## src/rtl/mux5_rr_sched.sv

```systemverilog
// Round-robin scheduler sharing one 5:1 mux datapath between five requesters.
// The grant, mux select and captured data are registered; ack is combinational.
module mux5_rr_sched #(
    parameter int DATA_W = 8
) (
    input  logic                clk,
    input  logic                rst,
    input  logic [4:0]          req,
    input  logic [5*DATA_W-1:0] din,
    output logic [4:0]          ack,
    output logic [4:0]          gnt,
    output logic [2:0]          sel,
    output logic                out_valid,
    output logic [DATA_W-1:0]   out_data,
    input  logic                out_ready,
    output logic                dbg_state,
    output logic [2:0]          dbg_ptr
);

    localparam logic [0:0] IDLE = 1'b0;
    localparam logic [0:0] BUSY = 1'b1;

    logic [0:0]        state;
    logic [2:0]        ptr;
    logic              hs;
    logic [2:0]        ptr_next;
    logic [2:0]        base;
    logic [4:0]        cand;
    logic [3:0]        idx;
    logic              win_found;
    logic [2:0]        win_idx;
    logic [DATA_W-1:0] win_data;

    // Handshake: a beat transfers on a rising edge where out_valid && out_ready;
    // out_valid stays high and gnt/sel/out_data stay frozen until that happens.
    assign hs        = out_valid && out_ready;
    assign ack       = (hs && !rst) ? gnt : 5'b0;
    assign dbg_state = state;
    assign dbg_ptr   = ptr;

    // After a transfer, priority moves to the index just past the one served.
    assign ptr_next = (sel == 3'd4) ? 3'd0 : sel + 3'd1;
    assign base     = (state == BUSY) ? ptr_next : ptr;
    assign cand     = (state == BUSY) ? (req & ~gnt) : req;

    // Walk downward so the closest index to base (i = 0) is the final winner.
    always_comb begin
        win_found = 1'b0;
        win_idx   = 3'd0;
        idx       = 4'd0;
        for (int i = 4; i >= 0; i--) begin
            idx = {1'b0, base} + 4'(i);
            if (idx >= 4'd5)
                idx = idx - 4'd5;
            if (cand[idx[2:0]]) begin
                win_found = 1'b1;
                win_idx   = idx[2:0];
            end
        end
    end

    always_comb begin
        win_data = '0;
        for (int n = 0; n < 5; n++) begin
            if (win_idx == 3'(n))
                win_data = din[n*DATA_W +: DATA_W];
        end
    end

    always_ff @(posedge clk) begin
        if (rst) begin
            state     <= IDLE;
            ptr       <= 3'd0;
            gnt       <= 5'b0;
            sel       <= 3'd0;
            out_valid <= 1'b0;
            out_data  <= '0;
        end else begin
            case (state)
                IDLE: begin
                    if (win_found) begin
                        gnt       <= 5'b00001 << win_idx;
                        sel       <= win_idx;
                        out_data  <= win_data;
                        out_valid <= 1'b1;
                        state     <= BUSY;
                    end
                end
                BUSY: begin
                    if (hs) begin
                        ptr <= ptr_next;
                        if (win_found) begin
                            gnt      <= 5'b00001 << win_idx;
                            sel      <= win_idx;
                            out_data <= win_data;
                        end else begin
                            gnt       <= 5'b0;
                            out_valid <= 1'b0;
                            state     <= IDLE;
                        end
                    end
                end
                default: state <= IDLE;
            endcase
        end
    end

endmodule
```

## config.mk

```make
export PLATFORM = sky130hd
export DESIGN_NAME = mux5_rr_sched
export DESIGN_NICKNAME = d
export VERILOG_FILES = /design/src/rtl/mux5_rr_sched.sv
export SDC_FILE = /design/constraint.sdc
export NUM_CORES = 1
export LEC_CHECK = 0
export ABC_AREA = 1
export CORE_AREA = 4 4 72 74
export CTS_BUF_LIST = sky130_fd_sc_hd__clkbuf_16
export DETAILED_ROUTE_END_ITERATION = 8
export DIE_AREA = 0 0 76 78
export PLACE_DENSITY = 0.84
export SYNTH_ARGS = -nofsm -noshare
export SYNTH_HDL_FRONTEND = slang
export SYNTH_SLANG_ARGS = --single-unit
```

## constraint.sdc

```tcl
create_clock -name clk -period 6.1 [get_ports clk]
set_input_delay 0.61 -clock clk [delete_from_list [all_inputs] [get_ports clk]]
set_output_delay 0.61 -clock clk [all_outputs]
set_load 0.005 [all_outputs]
```

Word level (Yosys, flattened, before mapping)
Index checks and enable logic that the tools add are counted.
{"block": "classes", "eq_ne": 8, "n_lt_le_gt_ge": 10, "addsub": 10, "mux": 51, "n_reduce_logical": 7, "shift": 1, "n_bitwise": 3}
{"op": "2-to-1 mux 8 bit", "count": 7}
{"op": "2-to-1 mux 3 bit", "count": 14}
{"op": "2-to-1 mux 5 bit", "count": 5}
{"op": "less-than comparator 3 x 4 -> 1 bit (second input constant)", "count": 5}
{"op": "greater-or-equal comparator 4 x 3 -> 1 bit (second input constant)", "count": 4}
{"op": "one-hot mux 8 bit (2 select lines)", "count": 1}
{"op": "binary-select mux 1 bit (select 3 bit)", "count": 5}
{"op": "2-to-1 mux 1 bit", "count": 15}
{"op": "subtractor 3 bit (second input constant)", "count": 5}
{"op": "one-hot mux 5 bit (2 select lines)", "count": 1}
{"op": "adder 3 x 2 -> 4 bit (second input constant)", "count": 2}
{"op": "equality test 3 x 2 -> 1 bit (second input constant)", "count": 2}
{"op": "equality test 3 bit (second input constant)", "count": 2}
{"op": "one-hot mux 3 bit (2 select lines)", "count": 1}
{"op": "AND 5 bit", "count": 1}
{"op": "inverter 5 bit", "count": 1}
{"op": "left shift 1 x 3 -> 5 bit (first input constant)", "count": 1}
{"op": "adder 3 x 1 -> 4 bit (second input constant)", "count": 1}
{"op": "adder 3 x 3 -> 4 bit (second input constant)", "count": 1}
{"op": "!= test 2 bit (second input constant)", "count": 2}
{"op": "one-hot mux 1 bit (2 select lines)", "count": 2}
{"op": "AND reduction 2 bit", "count": 2}
{"op": "adder 3 x 1 -> 3 bit (second input constant)", "count": 1}
{"op": "equality test 3 x 1 -> 1 bit (second input constant)", "count": 1}
{"op": "other kinds (7)", "count": 8}
{"block": "totals", "elab_cells": 96, "inputBits": 48, "reg_bits": 21, "out_inout_bits": 26}

Logic depth before layout (Yosys ltp)
Gate-level depths: netlist (run 1).
{"block": "depth", "depth_word": 22, "mapped_depth": 28, "ltp_nobuf": 28}

Worst setup path before layout (run 1)
No wires, ideal clock.
{"block": "synth_timing", "path_kind": "register -> register", "start": "register sel[0]", "end": "register out_data[7]", "stages_incl_launch_ff": 24, "arrival_ns": 3.055, "setup_ns": 0.127, "synth_period_minus_slack_ns": 3.183, "path_slack_ns": 2.917, "t_required_ns": 5.973, "n_path_buf": 2, "cell_sequence": "dfxtp_1 > inv_1 > ha_1 > inv_1 > nand2_1 > o21ai_2 > inv_2 > ha_1 > o21ai_0 > inv_2 > nand3_1 > nand3_1 > a21oi_1 > nand2_1 > nand2_1 > nand2_1 > nand2_1 > nand2_1 > buf_4 > buf_6 > nand3_1 > nand3_1 > o21bai_1 > a21oi_1"}
{"block": "synth_via", "elab_chain_cells": 22, "elab_cells_between_ends": 56, "classes_between": "10 x add/sub; 5 x order compare; 5 x eq/ne; 35 x mux; 1 x reduce/logical"}
{"element": "from (decl)", "line_no": "12", "text": "output logic [2:0] sel,"}
{"element": "from (signal assigned)", "line_no": "83", "text": "sel <= win_idx;"}
{"element": "from (signal assigned)", "line_no": "94", "text": "sel <= win_idx;"}
{"element": "adder 3 x 1 -> 3 bit or equality test 3 bit (tied branches)", "line_no": "42", "text": "assign ptr_next = (sel == 3'd4) ? 3'd0 : sel + 3'd1;"}
{"element": "2-to-1 mux 3 bit (*)", "line_no": "42"}
{"element": "net ptr_next[1]", "line_no": "26", "text": "logic [2:0] ptr_next;"}
{"element": "2-to-1 mux 3 bit (*)", "line_no": "43", "text": "assign base = (state == BUSY) ? ptr_next : ptr;"}
{"element": "adder 3 x 3 -> 4 bit", "line_no": "52", "text": "idx = {1'b0, base} + 4'(i);"}
{"element": "greater-or-equal comparator 4 x 3 -> 1 bit or subtractor 3 bit (tied branches)", "line_no": "53, 54"}
{"element": "2-to-1 mux 3 bit", "line_no": "53", "text": "if (idx >= 4'd5)"}
{"element": "binary-select mux 1 bit (select 3 bit)", "line_no": "55", "text": "if (cand[idx[2:0]]) begin"}
{"element": "2-to-1 mux 1 bit (not written as such)", "line_no": "55"}
{"element": "2-to-1 mux 3 bit (5 in series)", "line_no": "55"}
{"element": "logical NOT 3 bit", "line_no": "65", "text": "if (win_idx == 3'(n))"}
{"element": "2-to-1 mux 8 bit (5 in series)", "line_no": "65"}
{"element": "2-to-1 mux 8 bit (*)", "line_no": "81, 92"}
{"element": "2-to-1 mux 8 bit", "line_no": "90", "text": "if (hs) begin"}
{"element": "one-hot mux 8 bit (2 select lines) (*)", "line_no": "79", "text": "case (state)"}
{"element": "to (signal assigned)", "line_no": "84", "text": "out_data <= win_data;"}
{"element": "to (signal assigned)", "line_no": "95", "text": "out_data <= win_data;"}
{"element": "to (decl)", "line_no": "14", "text": "output logic [DATA_W-1:0] out_data,"}
Mark *: on every way through the listed nets, which the timed path passes. The rest lies on a longest branch. The select of a mux whose other input is x is not followed.
A chain may end at the register's enable or synchronous reset.

Worst setup path in the final report (run 1)
{"block": "layout_timing", "start": "register sel[0]", "end": "register out_data[1]"}
The elaborated chain is that of the path after synthesis.

==> metrics.md, run 1 <==
| Metric | Value |
|---|---|
| Status | `finished clean` |
| Row count | `25` |
| Number of buffers created by CTS | `3` |
| Core area | `approximately 4600 sq um` |
| Adder-Cell Fraction of Synth Area | `4.95%` |
| Net Count, Synth | `between 400 and 500` |
| Effective utilization at floorplan | `49.5%` |
| Die area | `5930 sq um` |
| # fillers | `414` |
| Synth Area in Simple Gates | `49.2%` |
| Clk Latency, worst-skew pair | `250 ps` |
| N_diodes | `0` |
| Die X | `between 70 and 80 microns` |
| Root Buffer | `clkbuf_16` |
| Mux contribution to synthesized area | `0%` |
| Gr ovfl total | `0` |
| Distinct cells, synth | `33` |
| Syn Area/Cell | `5.66 sq um` |
| Register bit total from synthesis | `21` |
| Hpwl dp | `between 5000 and 6000 microns` |
| Vias in the first global route | `2664` |
| CTS tree | `done` |
| All-Layer GR Usage | `23.4%` |
| Synth Warn # | `0` |
| Iteration-0 DRC Markers | `277` |
| Setup crit start kind | `flip-flop` |
| Total iterations of the first detailed-routing run | `5` |
| Multi-input gate area | `between 1500 and 2000 sq um` |
| Clock Tree Buf Depth | `2` |
| Largest net degree at the start of global routing | `24` |
| Die Y-Extent | `78 microns` |
| Drt drc | `0` |
| Share of cells above drive strength 1 | `7.26%` |
| Compound-Gate Fraction of Synth Area | `between 15 and 20%` |
| Fin. Hold Viols | `0` |
| Post_cts resized | `0` |
| Worst-Margin Slew | `756 ps` |
| Number of clock sinks | `21` |
| Initial antenna violation count | `0` |
| Critical path arrival | `4340 ps` |
| GP Congestion | `between 0.9 and 1` |
| I/O pin count | `74` |
| Layout net count | `526` |
| Setup violators final | `0` |
| Register area share after synthesis | `between 10% and 20%` |
| Detail Route Antenna Nets | `0` |
| Max cap viols | `0` |
| Clock slew at reported path FFs | `60 ps` |
| F_max | `0.236 GHz` |
| Min-delay worst type | `reg2reg` |
| Post-layout util | `66.8%` |
| Final Cycle Share | `69.3%` |
| First-pass GRT wire length | `11800 microns` |
| Rel. slew slack | `49.5%` |
| WL/cell | `13.9 microns` |
| Worst Path Class, Setup | `reg2reg` |
| Mapped cell area | `between 2000 and 2500 sq um` |
| Crit end category | `flip-flop` |
| RSZ-0062 raised after global routing | `no` |
| Vias | `2854` |
| Clk_skew | `2.94 ps` |
| Setup_tns | `0 ps` |
| Via density | `5.47` |
| WL final | `7230 microns` |
| Total area of sequential cells | `420 sq um` |
| Synth Area in XOR/XNOR | `0%` |
| Layout overhead on the synthesized area | `35.0%` |
| CP max FO | `20` |
| Final Max Tran Viols | `0` |
| Post-CTS Setup Bufs | `0` |
| WP data required | `6210 ps` |
| CTS H-tree depth | `1` |
| Post-route minimum period | `4230 ps` |
| CTS Hold Buffers Added | `0` |
| Main combinational cell family by area after synthesis | `simple AND/OR/NAND/NOR gates` |
| IO buf count | `73` |
| Post-synthesis cell count | `about 400` |
-- path summary, 6_finish.rpt --
path,start,endpoint,slack [ps],depth (start not counted)
hold reg to reg,out_data[2],out_data[2],480,2
setup / recovery,sel[0],out_data[1],1870,25
setup reg to reg,sel[0],out_data[1],1870,25
hold / removal,out_data[2],out_data[2],480,2
-- area by class of cell --
type                            instances  share of cell area [%]
Multi-Input combinational cell        322                    51.7
Timing Repair Buffer                   73                    23.8
Sequential cell                        21                    13.7
Inverter                               48                    6.03
Clock buffer                            3                    2.44
Tap cell                               54                    2.20
Clock inverter                          1                   0.122
-- sequential cells by signal, summed over array words and instances, names as in the netlist --
signal	flops
dbg_state	1
sel	3
dbg_ptr	3
gnt	5
out_data	8
out_valid	1
-- layer usage --
metal / up-vias / track usage (%) / part of all wire [%]
met3: 10 / 3.25 / 5.9
met4: 0 / 6.94 / 1.5
met1: 1296 / 29.5 / 44
met5: - / 0 / 0
li1: 1431 / - / -
met2: 117 / 41.0 / 48
-- cell families (layout without fill, tap and decap cells) --
logic type,after synthesis,in the layout
and+or+nand+nor,250,250
AOI/OAI and AO/OA,63,63
buffers and inverters,59,125
DFF,21,21
adders and majority gates,9,9
-- cell usage after synthesis --
cell	count	area share (%)
nand2_1	130	21
nand3_1	50	11
inv_1	42	6.9
nor2_1	36	5.9
a21oi_1	23	5.1
dfxtp_1	21	18
o21ai_0	17	3.7
nand2_2	10	2.8
nand4_1	10	2.8
ha_1	9	5.0
o21ai_1	9	2.0
o21bai_1	6	2.0
buf_2	4	0.88
inv_2	4	0.66
a21oi_2	3	1.2
buf_4	3	0.99
buf_6	3	1.5
nand3_2	3	1.3
nor2_2	3	0.83
nand3b_1	2	0.66
o21ai_2	2	0.77
a21boi_2	1	0.50
a31oi_1	1	0.28
clkbuf_1	1	0.16
clkinv_1	1	0.16
inv_6	1	0.39
nand2_4	1	0.50
nand4_2	1	0.55
nor2_4	1	0.50
nor3_1	1	0.22
nor3_2	1	0.44
o22ai_1	1	0.28
or2_1	1	0.28
-- cells in the final DEF (no fill, tap or decap), types with 9 or more instances in the layout --
cell / count
nand3_1: 50
o21ai_1: 9
nand2_2: 10
nor2_1: 36
clkdlybuf4s50_1: 73
nand4_1: 10
inv_1: 43
ha_1: 9
nand2_1: 130
a21oi_1: 23
dfxtp_1: 21
o21ai_0: 17
-- through the flow --
step / std cells / area [sq um] / worst slack (ps) / hold slack, ps
floorplan: 402 / 2270 / 2920 / 462
global placement: 518 / 2990 / 2120 / 453
detailed placement: 518 / 2990 / 1940 / 461
CTS: 522 / 3070 / 1930 / 472
global route: 522 / 3070 / 1460 / 501
finish: 522 / 3070 / 1870 / 476
-- critical path, stage by stage (launching register included) --
cell,delay (ps)
dfxtp_1,380
inv_1,100
ha_1,310
inv_1,60
nand2_1,50
o21ai_2,200
inv_2,150
ha_1,390
o21ai_0,420
inv_2,90
nand3_1,100
nand3_1,200
nand3_1,150
inv_2,30
nor2_1,90
nand2_1,50
nand2_1,60
nand2_1,40
nand2_1,550
inv_1,170
nand2_1,140
nor2_1,50
nor2_1,110
nand2_1,70
nand2_1,70
a21oi_2,50
Power of run 1 is not shown: default switching activity piles up to over one toggle a cycle in this logic, so the estimate is an artifact.
==> run 2: changes to the inputs <==
CORE_AREA = 4 4 75 77   (was 4 4 72 74)
DIE_AREA = 0 0 79 81   (was 0 0 76 78)
PLACE_DENSITY = 0.78   (was 0.84)
clock period = 3.9 ns   (was 6.1 ns; I/O delays follow)
==> metrics.md, run 2 (synthesis results as in run 1) <==
| Metric | Value |
|---|---|
| Status | `finished clean` |
| Detail Route Antenna Nets | `0 (unchanged)` |
| I/O pin count | `74 (unchanged)` |
| Commonest non-fill, non-tap cell in the layout | `nand2_1` |
| GP Congestion | `0.954 (-3.3%)` |
| Effective utilization at floorplan | `45.4% (-4.1 points)` |
| Iteration-0 DRC Markers | `189 (-32%)` |
| Worst-Margin Slew | `534 ps (-222 ps)` |
| Number of flip-flops in the largest register | `8 (unchanged)` |
| Setup violators final | `0 (unchanged)` |
| WL/cell | `14.2 microns (+2.3%)` |
| Clk_skew | `2.82 ps (-0.113 ps)` |
| CTS tree | `done` |
| Final Max Tran Viols | `0 (unchanged)` |
| Total iterations of the first detailed-routing run | `5 (unchanged)` |
| Row count | `26 (+4.0%)` |
| Via density | `5.38 (-1.5%)` |
| Die Y-Extent | `81 microns (+3.8%)` |
| Cell Area, Placed | `3040 sq um (+1.7%)` |
| WP data required | `4090 ps (-2120 ps)` |
| Largest registers | `out_data (8), gnt (5)` |
| Most frequent cells in the layout | `nand2_1, clkdlybuf4s50_1, nand3_1, inv_1, nor2_1` |
| Initial antenna violation count | `0 (unchanged)` |
| # fillers | `493 (+19%)` |
| Total area of sequential cells | `420 sq um (unchanged)` |
| IO buf count | `73 (unchanged)` |
| Final instance area | `3210 sq um (+4.5%)` |
| Final Cycle Share | `92.4% (+23 points)` |
| WL final | `7700 microns (+6.4%)` |
| Worst slack, placed | `80.2 ps (-1860 ps)` |
| Post-route minimum period | `3610 ps (-624 ps)` |
| Critical path arrival | `3790 ps (-550 ps)` |
| CTS Hold Buffers Added | `0 (unchanged)` |
| CP max FO | `9 (-55%)` |
| Die area | `6400 sq um (+7.9%)` |
| Setup crit start kind | `flip-flop` |
| Number of clock sinks | `21 (unchanged)` |
| Min-delay worst type | `reg2reg` |
| Clock slew at reported path FFs | `60 ps (about the same)` |
| Gr ovfl total | `0 (unchanged)` |
| Fin. Hold Viols | `0 (unchanged)` |
| Die X | `79 microns (+3.9%)` |
| Largest net degree at the start of global routing | `24 (unchanged)` |
| CP max stage delay | `390 ps (-160 ps)` |
| Reg with most FFs | `out_data` |
| Share of cells above drive strength 1 | `10.1% (+2.9 points)` |
| Number of buffers created by CTS | `3 (unchanged)` |
| Rel. slew slack | `64.2% (+15 points)` |
| Vias in the first global route | `2725 (+2.3%)` |
| Drt drc | `0 (unchanged)` |
| Worst-case hold slack | `473 ps (-2.67 ps)` |
| Vias | `2923 (+2.4%)` |
| Layout net count | `531 (+0.95%)` |
| Multi-input gate area | `1660 sq um (+4.5%)` |
| All-Layer GR Usage | `23.9% (+0.48 points)` |
| Max cap viols | `0 (unchanged)` |
| N_diodes | `0 (unchanged)` |
| Clk Latency, worst-skew pair | `250 ps (about the same)` |
| Fin worst setup slack | `295 ps (-1580 ps)` |
| Critical-path cell with the highest stage delay | `dfxtp_1` |
| Layout overhead on the synthesized area | `41.1%` |
| Hpwl dp | `6040 microns (+5.9%)` |
| CTS H-tree depth | `1 (unchanged)` |
| Buf/Inv on CP | `4 (-2)` |
| Root Buffer | `clkbuf_16` |
| Crit end category | `flip-flop` |
| Crit path max-delay family | `simple AND/OR/NAND/NOR gates` |
| Worst Path Class, Setup | `reg2reg` |
| F_max | `0.277 GHz (+17%)` |
| First-pass GRT wire length | `12400 microns (+5.3%)` |
| Crit-path most repeated cell | `nand2_1` |
| Core area | `5010 sq um (+9.0%)` |
| Setup_tns | `0 ps (unchanged)` |
| Clock Tree Buf Depth | `2 (unchanged)` |
-- run 2: changes by cell type in the layout (fill, tap and decap cells not counted), moves of 2 or more --
cell and change:
nand2_1 -4, nor2_4 +2, nand2_4 +4, buf_4 +4
-- run 2: final timing paths --
kind / startpoint / end / slack, ps / cells after the start
hold / removal: out_data[6] / out_data[6] / 470 / 2
hold reg to reg: out_data[6] / out_data[6] / 470 / 2
setup / recovery: sel[0] / out_data[5] / 290 / 25
setup reg to reg: sel[0] / out_data[5] / 290 / 25
-- run 2: worst reg2reg max path: stages, from the launching register on --
cell and delay (ps):
dfxtp_1 390, inv_1 110, ha_1 320, inv_1 60
nand2_1 80, o21ai_4 160, inv_2 130, ha_1 360
nand2_2 120, nand4_1 190, nand2_2 150, nand2_1 60
nand3_1 90, nand2_1 60, nand2_2 80, nand2_1 130
a21oi_2 170, nand2_1 100, a21boi_2 180, buf_6 160
nand2_1 90, nor2_1 90, nor2_1 50, nand2_1 60
nand2_1 70, a21oi_2 110
-- run 2: metal layers --
metal	wire length (microns)	GRT usage (%)	up-vias
met5	0	0	-
met4	163	7.56	0
met3	565	4.10	18
met2	3680	40.2	135
met1	3280	31.2	1322
li1	-	-	1448
-- run 2: repair_timing --
action / CTS / global route
buffers inserted: 0 / 1
gates resized for setup: 0 / 19
setup endpoints to repair: 0 / 16
endpoints found under the hold margin: 0 / 0
-- run 2: final cells by class --
| type | count | share of cell area [%] |
|---|---|---|
| clock inverters | 1 | 0.156 |
| multi-input cells | 322 | 51.7 |
| flip-flops and latches | 21 | 13.1 |
| clock buffers | 3 | 2.34 |
| repair buffers | 78 | 24.1 |
| inverters | 48 | 5.89 |
| well taps | 70 | 2.73 |
-- run 2: stage by stage --
stage	util (%)	std cells
after global routing	64.1	543
after detailed placement	60.7	538
after floorplan	-	402
final	64.1	543
after global placement	60.7	538
after CTS	62.3	542
Power of run 2 is left out for the same reason.
==> run 3: changes to the inputs <==
CORE_AREA = 5 5 76 78   (was 4 4 75 77)
DIE_AREA = 0 0 81 83   (was 0 0 79 81)
==> metrics.md, run 3 (synthesis results as in run 1) <==
| Metric | Value |
|---|---|
| Number of clock sinks | `21 (unchanged)` |
| Clock slew at reported path FFs | `60 ps (about the same)` |
| Gr ovfl total | `0 (unchanged)` |
| CTS tree | `done` |
| F_max | `0.284 GHz (+2.5%)` |
| Critical-path cell with the highest stage delay | `dfxtp_2` |
| Reg with most FFs | `out_data` |
| Initial antenna violation count | `0 (unchanged)` |
| WP data required | `4040 ps (-50 ps)` |
| Share of cells above drive strength 1 | `10.1% (-0.043 points)` |
| Worst Path Class, Setup | `reg2reg` |
| CP max FO | `18 (+9)` |
| Cell count after placement | `538 (unchanged)` |
| Fin. Hold Viols | `0 (unchanged)` |
| Rel. slew slack | `63.3% (-0.87 points)` |
| Number of buffers created by CTS | `3 (unchanged)` |
| Critical path arrival | `3660 ps (-130 ps)` |
| Layout overhead on the synthesized area | `41.0% (about the same)` |
| Post-route minimum period | `3520 ps (-86.8 ps)` |
| N_diodes | `0 (unchanged)` |
| Crit path max-delay family | `simple AND/OR/NAND/NOR gates` |
| Final Max Tran Viols | `0 (unchanged)` |
| IO buf count | `73 (unchanged)` |
| Max cap viols | `0 (unchanged)` |
| Number of flip-flops in the largest register | `8 (unchanged)` |
| Total area of sequential cells | `422 sq um (+0.30%)` |
| Detail Route Antenna Nets | `0 (unchanged)` |
| CTS Hold Buffers Added | `0 (unchanged)` |
| Clk_skew | `4.22 ps (+1.40 ps)` |
| First-pass GRT wire length | `12500 microns (+0.67%)` |
| Hold wc startpoint | `out_data[6]` |
| Iteration-0 DRC Markers | `302 (+60%)` |
| Effective utilization at floorplan | `45.4% (unchanged)` |
| Clk Latency, worst-skew pair | `260 ps (about the same)` |
| Setup crit start kind | `flip-flop` |
| Commonest non-fill, non-tap cell in the layout | `nand2_1` |
| Vias | `2895 (-0.96%)` |
| Die Y-Extent | `83 microns (+2.5%)` |
| All-Layer GR Usage | `22.7% (-1.2 points)` |
| Clock Tree Buf Depth | `2 (unchanged)` |
| I/O pin count | `74 (unchanged)` |
| Layout net count | `533 (+0.38%)` |
| Crit-path most repeated cell | `nand2_1` |
| Die area | `6720 sq um (+5.1%)` |
| GP Congestion | `0.988 (+3.6%)` |
| Crit. Startpoint | `sel[0]` |
| Most frequent cells in the layout | `nand2_1, clkdlybuf4s50_1, nand3_1, inv_1, nor2_1` |
| Drt drc | `0 (unchanged)` |
| Min-delay worst type | `reg2reg` |
| Multi-input gate area | `1650 sq um (-0.60%)` |
| Worst-Margin Slew | `546 ps (+12.9 ps)` |
| Row count | `26 (unchanged)` |
| Hpwl dp | `5940 microns (-1.6%)` |
| Crit end category | `flip-flop` |
| Worst-path cell chain | `inv_1 -> ha_1 -> inv_1 -> nand2_1 -> o21ai_4 -> inv_2 -> ha_1 -> nand2_1 -> nand3_2 -> nand2_1 -> nand2_1 -> nand2_1 -> nand3_1 -> nand2_1 -> nand2_2 -> nand4_1 -> nor3_4 -> nor2_4 -> clkinv_1 -> nand2_1 -> a21oi_2` |
| Setup violators final | `0 (unchanged)` |
| Total iterations of the first detailed-routing run | `5 (unchanged)` |
| Largest net degree at the start of global routing | `24 (unchanged)` |
| Buf/Inv on CP | `4 (unchanged)` |
| Vias in the first global route | `2673 (-1.9%)` |
| Largest registers | `out_data (8), gnt (5)` |
| Reg-to-reg startpoint | `sel[0]` |
| Die X | `81 microns (+2.5%)` |
| Core area | `5010 sq um (unchanged)` |
| # fillers | `479 (-2.8%)` |
| Via density | `5.31 (-1.3%)` |
| CTS H-tree depth | `1 (unchanged)` |
| WL/cell | `14.3 microns (+0.54%)` |
| CP max stage delay | `350 ps (-40 ps)` |
| R2R Setup Slk | `380 ps (+90 ps)` |
| Setup_tns | `0 ps (unchanged)` |
| Final Cycle Share | `90.2% (-2.2 points)` |
| Final non-filler cell total | `545 (+0.37%)` |
| WL final | `7770 microns (+0.91%)` |
| Root Buffer | `clkbuf_16` |
| Status | `finished clean` |
==> run 3: worst paths after layout <==
path / to / depth (start not counted)
max: out_data[5] / 21
min: out_data[6] / 2
max reg2reg: out_data[5] / 21
min reg2reg: out_data[6] / 2
==> run 3: cell type report <==
cell class	instances	share of cell area [%]
clock buffers	3	2.34
flip-flops and latches	21	13.1
well taps	70	2.73
multi-input cells	322	51.4
repair buffers	80	24.4
inverters	48	5.77
clock inverters	1	0.156
==> run 3: per-stage QoR <==
stage | setup WS (ps) | instance area [sq um] | utilization (%) | hold slack, ps
floorplan | 717 | 2270 | - | 462
global placement | 194 | 3040 | 60.7 | 451
detailed placement | 2.05 | 3040 | 60.7 | 462
CTS | 75.4 | 3130 | 62.4 | 470
global route | -20.0 | 3210 | 64.0 | 487
finish | 382 | 3210 | 64.0 | 467
==> run 3: repair_timing <==
action / CTS / global route
endpoints found under the setup margin: 9 / 17
gates cloned: 0 / 0
gates resized for setup: 1 / 14
pin swaps: 0 / 1
setup buffers: 0 / 3
==> run 3: layer usage <==
metal	vias to the layer above	wire length (microns)	global-route usage, %
met5	-	0	0
li1	1450	-	-
met3	16	624	4.65
met4	0	141	5.22
met1	1310	3130	28.9
met2	119	3870	38.8
==> run 3: worst register-to-register path, delay by kind of cell, from the launching register on <==
family	cells	cell delay, ps
fa+ha+maj	2	670
compound gates	2	190
flops	1	350
simple gates	13	1590
buf+inv	4	600
Power of run 3 is left out for the same reason.
